### src/rtl/sar_pkg.sv
// Shared types and helpers for the successive-approximation search controller.
package sar_pkg;

  typedef enum logic [1:0] {
    IDLE   = 2'd0,
    TRIAL  = 2'd1,
    VERIFY = 2'd2,
    DONE   = 2'd3
  } state_t;

  // Width of a counter/index covering n distinct values, never narrower than 1 bit.
  function automatic int unsigned cnt_width(input int unsigned n);
    return (n <= 1) ? 1 : $clog2(n);
  endfunction

endpackage

### src/rtl/sar_search_ctrl_settle_timer.sv
// Load-and-count-down timer: expired rises SETTLE cycles after a load.
module settle_timer
  import sar_pkg::*;
#(
  parameter int unsigned SETTLE = 0
) (
  input  logic clk,
  input  logic rst,
  input  logic load,
  output logic expired
);

  localparam int unsigned CNT_W = cnt_width(SETTLE + 1);

  logic [CNT_W-1:0] count;

  // Reload on each new guess, otherwise count down and flag the final count.
  always_ff @(posedge clk or posedge rst) begin
    if (rst) begin
      count   <= '0;
      expired <= 1'b0;
    end else if (load) begin
      count   <= CNT_W'(SETTLE);
      expired <= (SETTLE == 0);
    end else if (count != '0) begin
      count   <= count - CNT_W'(1);
      expired <= (count == CNT_W'(1));
    end
  end

endmodule

### src/rtl/sar_search_ctrl.sv
// Successive-approximation search controller driving a magnitude comparator's B input.
module sar_search_ctrl
  import sar_pkg::*;
#(
  parameter int unsigned WIDTH  = 4,
  parameter int unsigned SETTLE = 0
) (
  input  logic             clk,
  input  logic             rst,
  input  logic             start,
  input  logic             cmp_gt,
  input  logic             cmp_eq,
  input  logic             cmp_lt,
  output logic [WIDTH-1:0] guess,
  output logic             busy,
  output logic             done,
  output logic [WIDTH-1:0] result,
  output logic             found,
  output logic             err
);

  localparam int unsigned IDX_W = cnt_width(WIDTH);
  localparam logic [WIDTH-1:0] MSB_GUESS = WIDTH'(1) << (WIDTH - 1);

  state_t           state;
  logic [IDX_W-1:0] idx;
  logic             expired;
  logic             load_c;
  logic             one_hot_c;

  // Flag legality and timer reload whenever a new guess is about to be presented.
  always_comb begin
    one_hot_c = $onehot({cmp_gt, cmp_eq, cmp_lt});
    load_c    = ((state == IDLE) && start) ||
                (((state == TRIAL) || (state == VERIFY)) && expired);
  end

  settle_timer #(.SETTLE(SETTLE)) u_timer (
    .clk     (clk),
    .rst     (rst),
    .load    (load_c),
    .expired (expired)
  );

  // Search sequencer with registered outputs.
  always_ff @(posedge clk or posedge rst) begin
    if (rst) begin
      state  <= IDLE;
      guess  <= '0;
      result <= '0;
      found  <= 1'b0;
      err    <= 1'b0;
      busy   <= 1'b0;
      done   <= 1'b0;
      idx    <= '0;
    end else begin
      done <= 1'b0;
      case (state)
        IDLE: begin
          if (start) begin
            state  <= TRIAL;
            guess  <= MSB_GUESS;
            idx    <= IDX_W'(WIDTH - 1);
            busy   <= 1'b1;
            found  <= 1'b0;
            err    <= 1'b0;
            result <= '0;
          end
        end
        TRIAL: begin
          if (expired) begin
            if (!one_hot_c) begin
              err   <= 1'b1;
              state <= DONE;
            end else if (cmp_eq) begin
              result <= guess;
              found  <= 1'b1;
              state  <= DONE;
            end else if (cmp_gt) begin
              if (idx != '0) begin
                guess[idx - IDX_W'(1)] <= 1'b1;
                idx                    <= idx - IDX_W'(1);
              end else begin
                // A above the all-ones guess cannot happen with a sane comparator.
                result <= guess;
                err    <= 1'b1;
                state  <= DONE;
              end
            end else begin
              guess[idx] <= 1'b0;
              if (idx != '0) begin
                guess[idx - IDX_W'(1)] <= 1'b1;
                idx                    <= idx - IDX_W'(1);
              end else begin
                state <= VERIFY;
              end
            end
          end
        end
        VERIFY: begin
          if (expired) begin
            result <= guess;
            if (one_hot_c && cmp_eq) found <= 1'b1;
            else                     err   <= 1'b1;
            state <= DONE;
          end
        end
        DONE: begin
          done  <= 1'b1;
          busy  <= 1'b0;
          state <= IDLE;
        end
        default: state <= IDLE;
      endcase
    end
  end

endmodule

### config.mk
export PLATFORM = sky130hd
export DESIGN_NAME = sar_search_ctrl
export DESIGN_NICKNAME = d
export VERILOG_FILES = /design/src/rtl/sar_pkg.sv /design/src/rtl/sar_search_ctrl_settle_timer.sv /design/src/rtl/sar_search_ctrl.sv
export SDC_FILE = /design/constraint.sdc
export NUM_CORES = 1
export LEC_CHECK = 0
export CORE_MARGIN = 2
export CORE_UTILIZATION = 45
export DETAILED_ROUTE_END_ITERATION = 10
export PLACE_DENSITY_LB_ADDON = 0.08
export SETUP_SLACK_MARGIN = 0.05
export SLEW_MARGIN = 15
export SYNTH_ARGS = -nofsm -noshare
export SYNTH_HDL_FRONTEND = slang
export SYNTH_SLANG_ARGS = --single-unit
### constraint.sdc
create_clock -name clk -period 4.95 [get_ports clk]
set_input_delay 1.2375 -clock clk [delete_from_list [all_inputs] [get_ports clk]]
set_output_delay 1.2375 -clock clk [all_outputs]
set_load 0.02 [all_outputs]
Word level (Yosys, flattened, before mapping)
Index checks and enable logic that the tools add are counted.
W data, S select, Z words.
{ "totals": {"ff_bits": 18, "input_bits": 6, "output_inout_bits": 12} }
{ "op_classes": {"n_addsub": 4, "n_lt_le_gt_ge": 4, "n_eq_ne": 20, "muxes": 57, "n_bitwise": 4, "n_reduce_logical": 20} }
{ "op_table": {"columns": ["op", "n"], "rows": [
  ["$mux W4", 14],
  ["$mux W2", 13],
  ["$mux W1", 21],
  ["$ne A3 B3 Y1 const B", 5],
  ["$reduce_and A7 Y1", 2],
  ["$pmux W4 S3", 1],
  ["$reduce_and A6 Y1", 2],
  ["$ne A2 B2 Y1 const B", 5],
  ["$ne A2 B1 Y1 const B", 4],
  ["$or A4 B4 Y4", 2],
  ["$pmux W2 S4", 1],
  ["$pmux W4 S2", 1],
  ["$reduce_and A8 Y1", 1],
  ["$reduce_bool A2 Y1", 4],
  ["$lt A2 B3 Y1 const B", 2],
  ["$pmux W1 S3", 2],
  ["$logic_and A1 B1 Y1", 5],
  ["$and A4 B4 Y4", 1],
  ["$demux W1 S2", 2],
  ["$eq A2 B1 Y1 const B", 2],
  ["$eq A2 B2 Y1 const B", 2],
  ["$ge A2 B1 Y1 const B", 2],
  ["$ne A4 B4 Y1 const B", 1],
  ["$not A4 Y4", 1],
  ["12 further kinds", 13]
]} }

Logic depth before layout (Yosys ltp)
Gate-level depths: netlist of the first run.
{ "depth": {"depth_word": 13, "depth_mapped": 7} }

Cells and area by module
From an unflattened synthesis of the first run, not the netlist that was laid out.
{ "hier_totals": {"cells_unflattened": 106, "hier_area_um2": 1098.6} }
{ "modules_own_cells": {"columns": ["mod", "instances", "cells_per_inst", "area_per_inst_um2", "seq_area_each_um2"], "rows": [
  ["sar_search_ctrl", 1, 103, 1063.5, 400.4],
  ["settle_timer", 1, 3, 35.0, 25.0]
]} }

Least setup slack after synthesis of the first run
OpenSTA, ideal clock, no wires.
{ "synth_timing": {"path_type": "input -> register", "startpoint": "in cmp_gt", "endpoint": "reg state[1]", "arrival_time_ns": 2.796, "t_required_ns": 4.825, "setup_slack_ns": 2.029, "path_stages": 5, "path_buffers": 0, "cell_sequence": "inv_1 > fa_1 > or3b_4 > o311ai_4 > mux2_4"} }
{ "synth_between": {"elab_chain_cells": 5, "elab_cells_between_ends": 9, "classes_between": "1 x add/sub; 2 x eq/ne; 5 x mux; 1 x reduce/logical"} }
{ "synth_rtl": {"columns": ["item", "line", "rtl"], "rows": [
  ["from (decl)", "sar_search_ctrl.sv:11", "input logic cmp_gt,"],
  ["$add A2 B1 Y2 (implied by the code) or $mux W2 (tied branches)", "sar_search_ctrl.sv:33, sar_search_ctrl.sv:79", null],
  ["$eq A2 B1 Y1 or $mux W2 (tied branches)", "sar_search_ctrl.sv:33, sar_search_ctrl.sv:75", null],
  ["$mux W2", "sar_search_ctrl.sv:72", "if (!one_hot_c) begin"],
  ["$mux W2", "sar_search_ctrl.sv:71", "if (expired) begin"],
  ["$pmux W2 S4", "sar_search_ctrl.sv:58", "case (state)"],
  ["to (signal assigned)", "sar_search_ctrl.sv:61", "state <= TRIAL;"],
  ["to (signal assigned)", "sar_search_ctrl.sv:74", "state <= DONE;"],
  ["to (signal assigned)", "sar_search_ctrl.sv:78", "state <= DONE;"],
  ["to (decl)", "sar_search_ctrl.sv:25", "state_t state;"]
]} }
Parallel ways exist; a longest one is shown, timed or not. The select of a mux whose other input is x is not followed.
A chain may end at the register's enable or synchronous reset.

Worst setup path after layout of the first run
Same ends and word-level chain as after synthesis.

==> impl_metrics.env, run 1 <==
export IMPL_antenna_found_initial=0
export IMPL_nNetsFinal=139
export IMPL_place_congestion=0.799
export IMPL_port_buffer_count=17
export IMPL_maxCapViolCount=0
export IMPL_dp_cells=147
export IMPL_clkLatencyLatePin_ps=300
export IMPL_synth_edf_count=0
export IMPL_fin_crit_sh=0.669
export IMPL_die_h_um=53.2
export IMPL_start_util=0.482
export IMPL_power_frac_comb=0.594
export IMPL_grt_setup_unrepaired="false"
export IMPL_cp_buffers_inverters=2
export IMPL_drcViolationCount=0
export IMPL_seq_area_frac_synth=0.391
export IMPL_die_w_um=53.2
export IMPL_slew_headroom=0.558
export IMPL_drt_total_wl_mm=1.99
export IMPL_die_area_um2=2830
export IMPL_antenna_cells=0
export IMPL_syn_inst=103
export IMPL_rows=17
export IMPL_postCtsSetupRepairBufs=0
export IMPL_internal_power_mw=0.451
export IMPL_fin_tns_setup_ps=0
export IMPL_fin_cells=151
export IMPL_worstSetupPathType="in -> reg"
export IMPL_cts_buffers=3
export IMPL_setup_viol=0
export IMPL_ys_warn_count=0
export IMPL_clkPwrFrac=0.100
export IMPL_avgRoutedWirePerCell_um=13.2
export IMPL_ir_worst_vdd_uv=316
export IMPL_htree_levels=1
export IMPL_min_path_type="reg -> reg"
export IMPL_clock_skew_final_ps=3.58
export IMPL_syn_nets=118
export IMPL_postCtsHoldBufs=0
export IMPL_final_max_slew_violation_count=0
export IMPL_synth_seq_cells=17
export IMPL_cts_sinks=17
export IMPL_hpwl_mm=1.57
export IMPL_worstPathRequired_ps=5140
export IMPL_power_switching_mw=0.332
export IMPL_io_pin_count=18
export IMPL_first_iter_violations=3
export IMPL_fmax_mhz=302
export IMPL_coreArea_um2=2250
export IMPL_cp_arrival_ps=3510
export IMPL_synth_cell_types=35
export IMPL_fin_crit_ps=3310
export IMPL_cts_clk_slew_worst_paths_ps=100
export IMPL_crit_chain="clkdlybuf4s50_1 > inv_1 > fa_1 > or3b_4 > o311ai_4 > mux2_4"
export IMPL_first_pass_iters=2
export IMPL_grt_pass1_vias=793
export IMPL_viasPerCell=5.25
export IMPL_cts_tree="yes"
export IMPL_synth_area_per_cell_um2=10.6
export IMPL_ant_nets=0
export IMPL_critical_path_max_stage_delay_ps=580
export IMPL_critical_path_max_fanout=7
export IMPL_finalHoldViolations=0
export IMPL_p_per_area_nw_per_um2=595
export IMPL_outcome="completed"
export IMPL_grt_pass1_wl_mm=3.55
export IMPL_swShare=0.424
export IMPL_total_power_mw=0.783
export IMPL_worst_setup_path_end_kind="flip-flop"
export IMPL_pwr_share_seq=0.306
export IMPL_synthArstFlopShare=1.00
export IMPL_gr_usage_all_layers=0.177
export IMPL_tightest_slew_ps=662
export IMPL_grt_max_degree=18
export IMPL_setup_worst_path_start_class="input pin"
export IMPL_cp_slowest_cell="clkdlybuf4s50_1"
export IMPL_synth_area_um2=1090
export IMPL_grt_overflow=0
export IMPL_placed_area_um2=1290
export IMPL_num_fill_cells=211
export IMPL_layout_cell_area_non_filler_um2=1320
export IMPL_cts_root_buffer="clkbuf_4"
export IMPL_clockBufferDepth=2
export IMPL_area_delta_synth_final_pct=20.9
export IMPL_leakage_nw=0.593
export IMPL_vias=792
export IMPL_cts_resized=0
export IMPL_cpLargestDelayFamily="buffers and inverters"
export IMPL_synthFlopType="dfrtp_1"
export IMPL_drive_gt1_frac=0.106
-- worst register-to-register path: cells and delay by family, from the launching register on --
kind,cells,cell delay (ps)
buffers and inverters,2,380
multiplexers,1,320
flip-flops,1,440
AO/OA/AOI/OAI,1,380
adder cells (fa/ha/maj),1,470
-- cell usage in the layout (no fill, tap or decap), drive strengths merged, types with 2 or more instances in the layout --
cell,netlist,routed
mux2,6,6
mux2i,8,8
clkdlybuf4s50,0,17
a21oi,3,3
clkbuf,0,3
ha,8,8
nand3,4,4
dfrtp,17,17
o21ai,6,6
a2bb2oi,2,2
nand2,10,10
nand2b,3,3
a211oi,2,2
inv,15,15
nor2b,2,2
-- worst paths after layout --
| check | startpoint | to | slack (ps) | cells past startpoint |
|---|---|---|---|---|
| setup / recovery | cmp_gt | state[1] | 1640 | 6 |
| min in group asynchronous | rst | err | 1320 | 2 |
| max in group asynchronous | rst | idx[1] | 3200 | 2 |
| hold / removal | busy | busy | 490 | 2 |
| setup reg to reg | state[1] | state[1] | 2840 | 5 |
| hold reg to reg | busy | busy | 490 | 2 |
-- cell type report --
cell class                 count  area, um2  share of cell area
clock inverter                 1       5.00             0.00381
sequential                    17        425               0.324
multi-input combinational     70        601               0.457
tap                           28       35.0              0.0266
inverter                      15       56.3              0.0428
timing repair buffer          17        170               0.129
clock buffer                   3       22.5              0.0171
-- cell usage after synthesis (all sizes together), types with 2 or more instances --
cell     number  share of area
dfrtp        17           0.39
inv          15          0.052
nand2        10          0.035
ha            8          0.092
mux2i         8          0.074
mux2          6          0.066
o21ai         6          0.031
nand3         4          0.018
a21oi         3          0.014
nand2b        3          0.020
a211oi        2          0.014
a2bb2oi       2          0.016
nor2b         2          0.012
-- cell families (layout without fill, tap and decap cells) --
| logic type | count (synthesis) | in the layout | synth area share |
|---|---|---|---|
| AOI/OAI and AO/OA | 23 | 23 | 0.176 |
| adders and majority gates | 9 | 9 | 0.110 |
| buffers and inverters | 16 | 36 | 0.0564 |
| DFF | 17 | 17 | 0.391 |
| muxes | 14 | 14 | 0.139 |
| and+or+nand+nor | 24 | 24 | 0.127 |
-- registers in the layout (all words and copies together) (netlist names) --
signal and cells:
guess 4, result 4, idx 2, state 2, busy 1, done 1
err 1, found 1, u_timer.expired 1
-- per-layer routing --
metal	routed length, um	track usage	up-vias
met5	0	0	-
met4	41	0.0897	0
met3	70	0.0367	5
met2	903	0.273	13
met1	977	0.232	374
li1	-	-	400
-- per-stage QoR --
stage,worst slack [ps],hold WS (ps),util
global placement,1370,460,0.571
detailed placement,1310,481,0.571
CTS,1640,500,0.583
global route,1550,533,0.583
floorplan,2030,464,-
finish,1640,492,0.583
-- power by group through the flow --
stage | Clock, mW | Combinational, mW | Sequential [mW]
after floorplan | 0 | 0.278 | 0.288
after global placement | 0 | 0.465 | 0.243
after detailed placement | 0 | 0.471 | 0.244
after CTS | 0.0815 | 0.472 | 0.241
after global routing | 0.0873 | 0.517 | 0.249
final | 0.0780 | 0.465 | 0.240
(Power assumes the default switching activity.)
==> run 2: changes to the inputs <==
- clock period: 4.95 -> 3.4 ns (I/O delays scaled with it)
==> run 2 against run 1 <==
Clock power grew 42%. Total power increased by 47%. Setup slack worse by 1100 ps. Final cell count is 0.66% higher. Combinational power up 48%. Count of clock-buffer cells in the layout stayed put. First-iteration DRC count rose to 4.7 times the previous value. Critical path type unchanged.
==> impl_metrics.env, run 2 (synthesis gave the netlist of run 1 again) <==
export IMPL_outcome="completed"
export IMPL_drive_gt1_frac=0.113
export IMPL_start_util=0.482
export IMPL_antenna_cells=0
export IMPL_cp_arrival_ps=3030
export IMPL_startpoint="cmp_eq"
export IMPL_cts_resized=0
export IMPL_fin_tns_setup_ps=0
export IMPL_top_regs="guess: 4 flops, result: 4 flops"
export IMPL_total_power_mw=1.15
export IMPL_area_delta_synth_final_pct=21.6
export IMPL_nNetsFinal=140
export IMPL_clockBufferDepth=2
export IMPL_final_max_slew_violation_count=0
export IMPL_maxCapViolCount=0
export IMPL_worst_setup_path_end_kind="flip-flop"
export IMPL_die_w_um=53.2
export IMPL_rows=17
export IMPL_grt_overflow=0
export IMPL_worstPathRequired_ps=3590
export IMPL_ant_nets=0
export IMPL_critical_path_max_fanout=5
export IMPL_postCtsHoldBufs=0
export IMPL_slew_headroom=0.552
export IMPL_ir_worst_vdd_uv=558
export IMPL_setup_viol=0
export IMPL_min_path_type="reg -> reg"
export IMPL_worstSetupPathType="in -> reg"
export IMPL_drt_total_wl_mm=2.09
export IMPL_fmax_mhz=351
export IMPL_drcViolationCount=0
export IMPL_p_per_area_nw_per_um2=869
export IMPL_setup_worst_path_start_class="input pin"
export IMPL_gr_usage_all_layers=0.183
export IMPL_clock_skew_final_ps=4.09
export IMPL_postCtsSetupRepairBufs=0
export IMPL_tightest_slew_ps=671
export IMPL_grt_setup_unrepaired="false"
export IMPL_final_cell_mix="dfrtp_1, clkdlybuf4s50_1, inv_1, nand2_1"
export IMPL_grt_max_degree=18
export IMPL_cts_tree="yes"
export IMPL_vias=837
export IMPL_cts_sinks=17
export IMPL_viasPerCell=5.51
export IMPL_port_buffer_count=17
export IMPL_avgRoutedWirePerCell_um=13.8
export IMPL_first_pass_iters=4
export IMPL_cts_buffers=3
export IMPL_fin_crit_ps=2850
export IMPL_reg2reg_from="state[1]"
export IMPL_first_iter_violations=14
export IMPL_htree_levels=1
export IMPL_layout_cell_area_non_filler_um2=1320
export IMPL_fin_crit_sh=0.837
export IMPL_io_pin_count=18
export IMPL_die_area_um2=2830
export IMPL_whs_ps=491
export IMPL_num_fill_cells=221
export IMPL_grt_pass1_wl_mm=3.64
export IMPL_coreArea_um2=2250
export IMPL_cts_root_buffer="clkbuf_4"
export IMPL_clkLatencyLatePin_ps=290
export IMPL_worstHoldStart="busy"
export IMPL_leakage_nw=0.597
export IMPL_antenna_found_initial=0
export IMPL_hpwl_mm=1.59
export IMPL_place_congestion=0.775
export IMPL_cts_clk_slew_worst_paths_ps=100
export IMPL_die_h_um=53.2
export IMPL_grt_pass1_vias=863
export IMPL_finalHoldViolations=0
export IMPL_placed_area_um2=1290
## run 2: changes by cell type in the layout (fill, tap and decap cells not counted)
cell / previous run / this run
buf_4: 0 / 1
## run 2: per-stage QoR
stage	instances	utilization	worst slack, ps
5_1_grt	152	0.587	499
6_report	152	0.587	554
3_3_place_gp	148	0.574	285
2_1_floorplan	103	-	867
3_5_place_dp	148	0.574	248
4_1_cts	152	0.587	563
## run 2: path summary, 6_finish.rpt
check | end | depth (start not counted) | slack (ps)
min in group asynchronous | err | 2 | 940
max | state[1] | 6 | 550
max reg2reg | state[1] | 5 | 1270
max in group asynchronous | state[1] | 2 | 2030
min reg2reg | busy | 2 | 490
min | busy | 2 | 490
## run 2: power breakdown
group	leakage [nW]	switching, mW	total, mW	internal (mW)
combinational	0.376	0.360	0.689	0.328
clock	0.0177	0.0673	0.111	0.0438
sequential	0.204	0.0641	0.349	0.285
total	0.597	0.492	1.15	0.657
## run 2: final cells by class
cell class,count,area (um2),share of cell area
Tap cell,28,35.0,0.0265
Timing Repair Buffer,18,178,0.134
Clock buffer,3,22.5,0.0170
Sequential cell,17,425,0.322
Multi-Input combinational cell,70,601,0.454
Inverter,15,56.3,0.0426
Clock inverter,1,5.00,0.00378
## run 2: per-layer routing
metal / global-route usage / up-vias / routed length (um)
met4: 0.0897 / 0 / 41
met1: 0.219 / 413 / 1020
li1: - / 402 / -
met2: 0.313 / 17 / 969
met5: 0 / - / 0
met3: 0.0339 / 5 / 64
## run 2: worst max-delay path, stage by stage
cell and delay (ps):
clkdlybuf4s50_1 540, inv_1 110, fa_1 480, or3b_4 440, o311ai_4 280, mux2_4 320
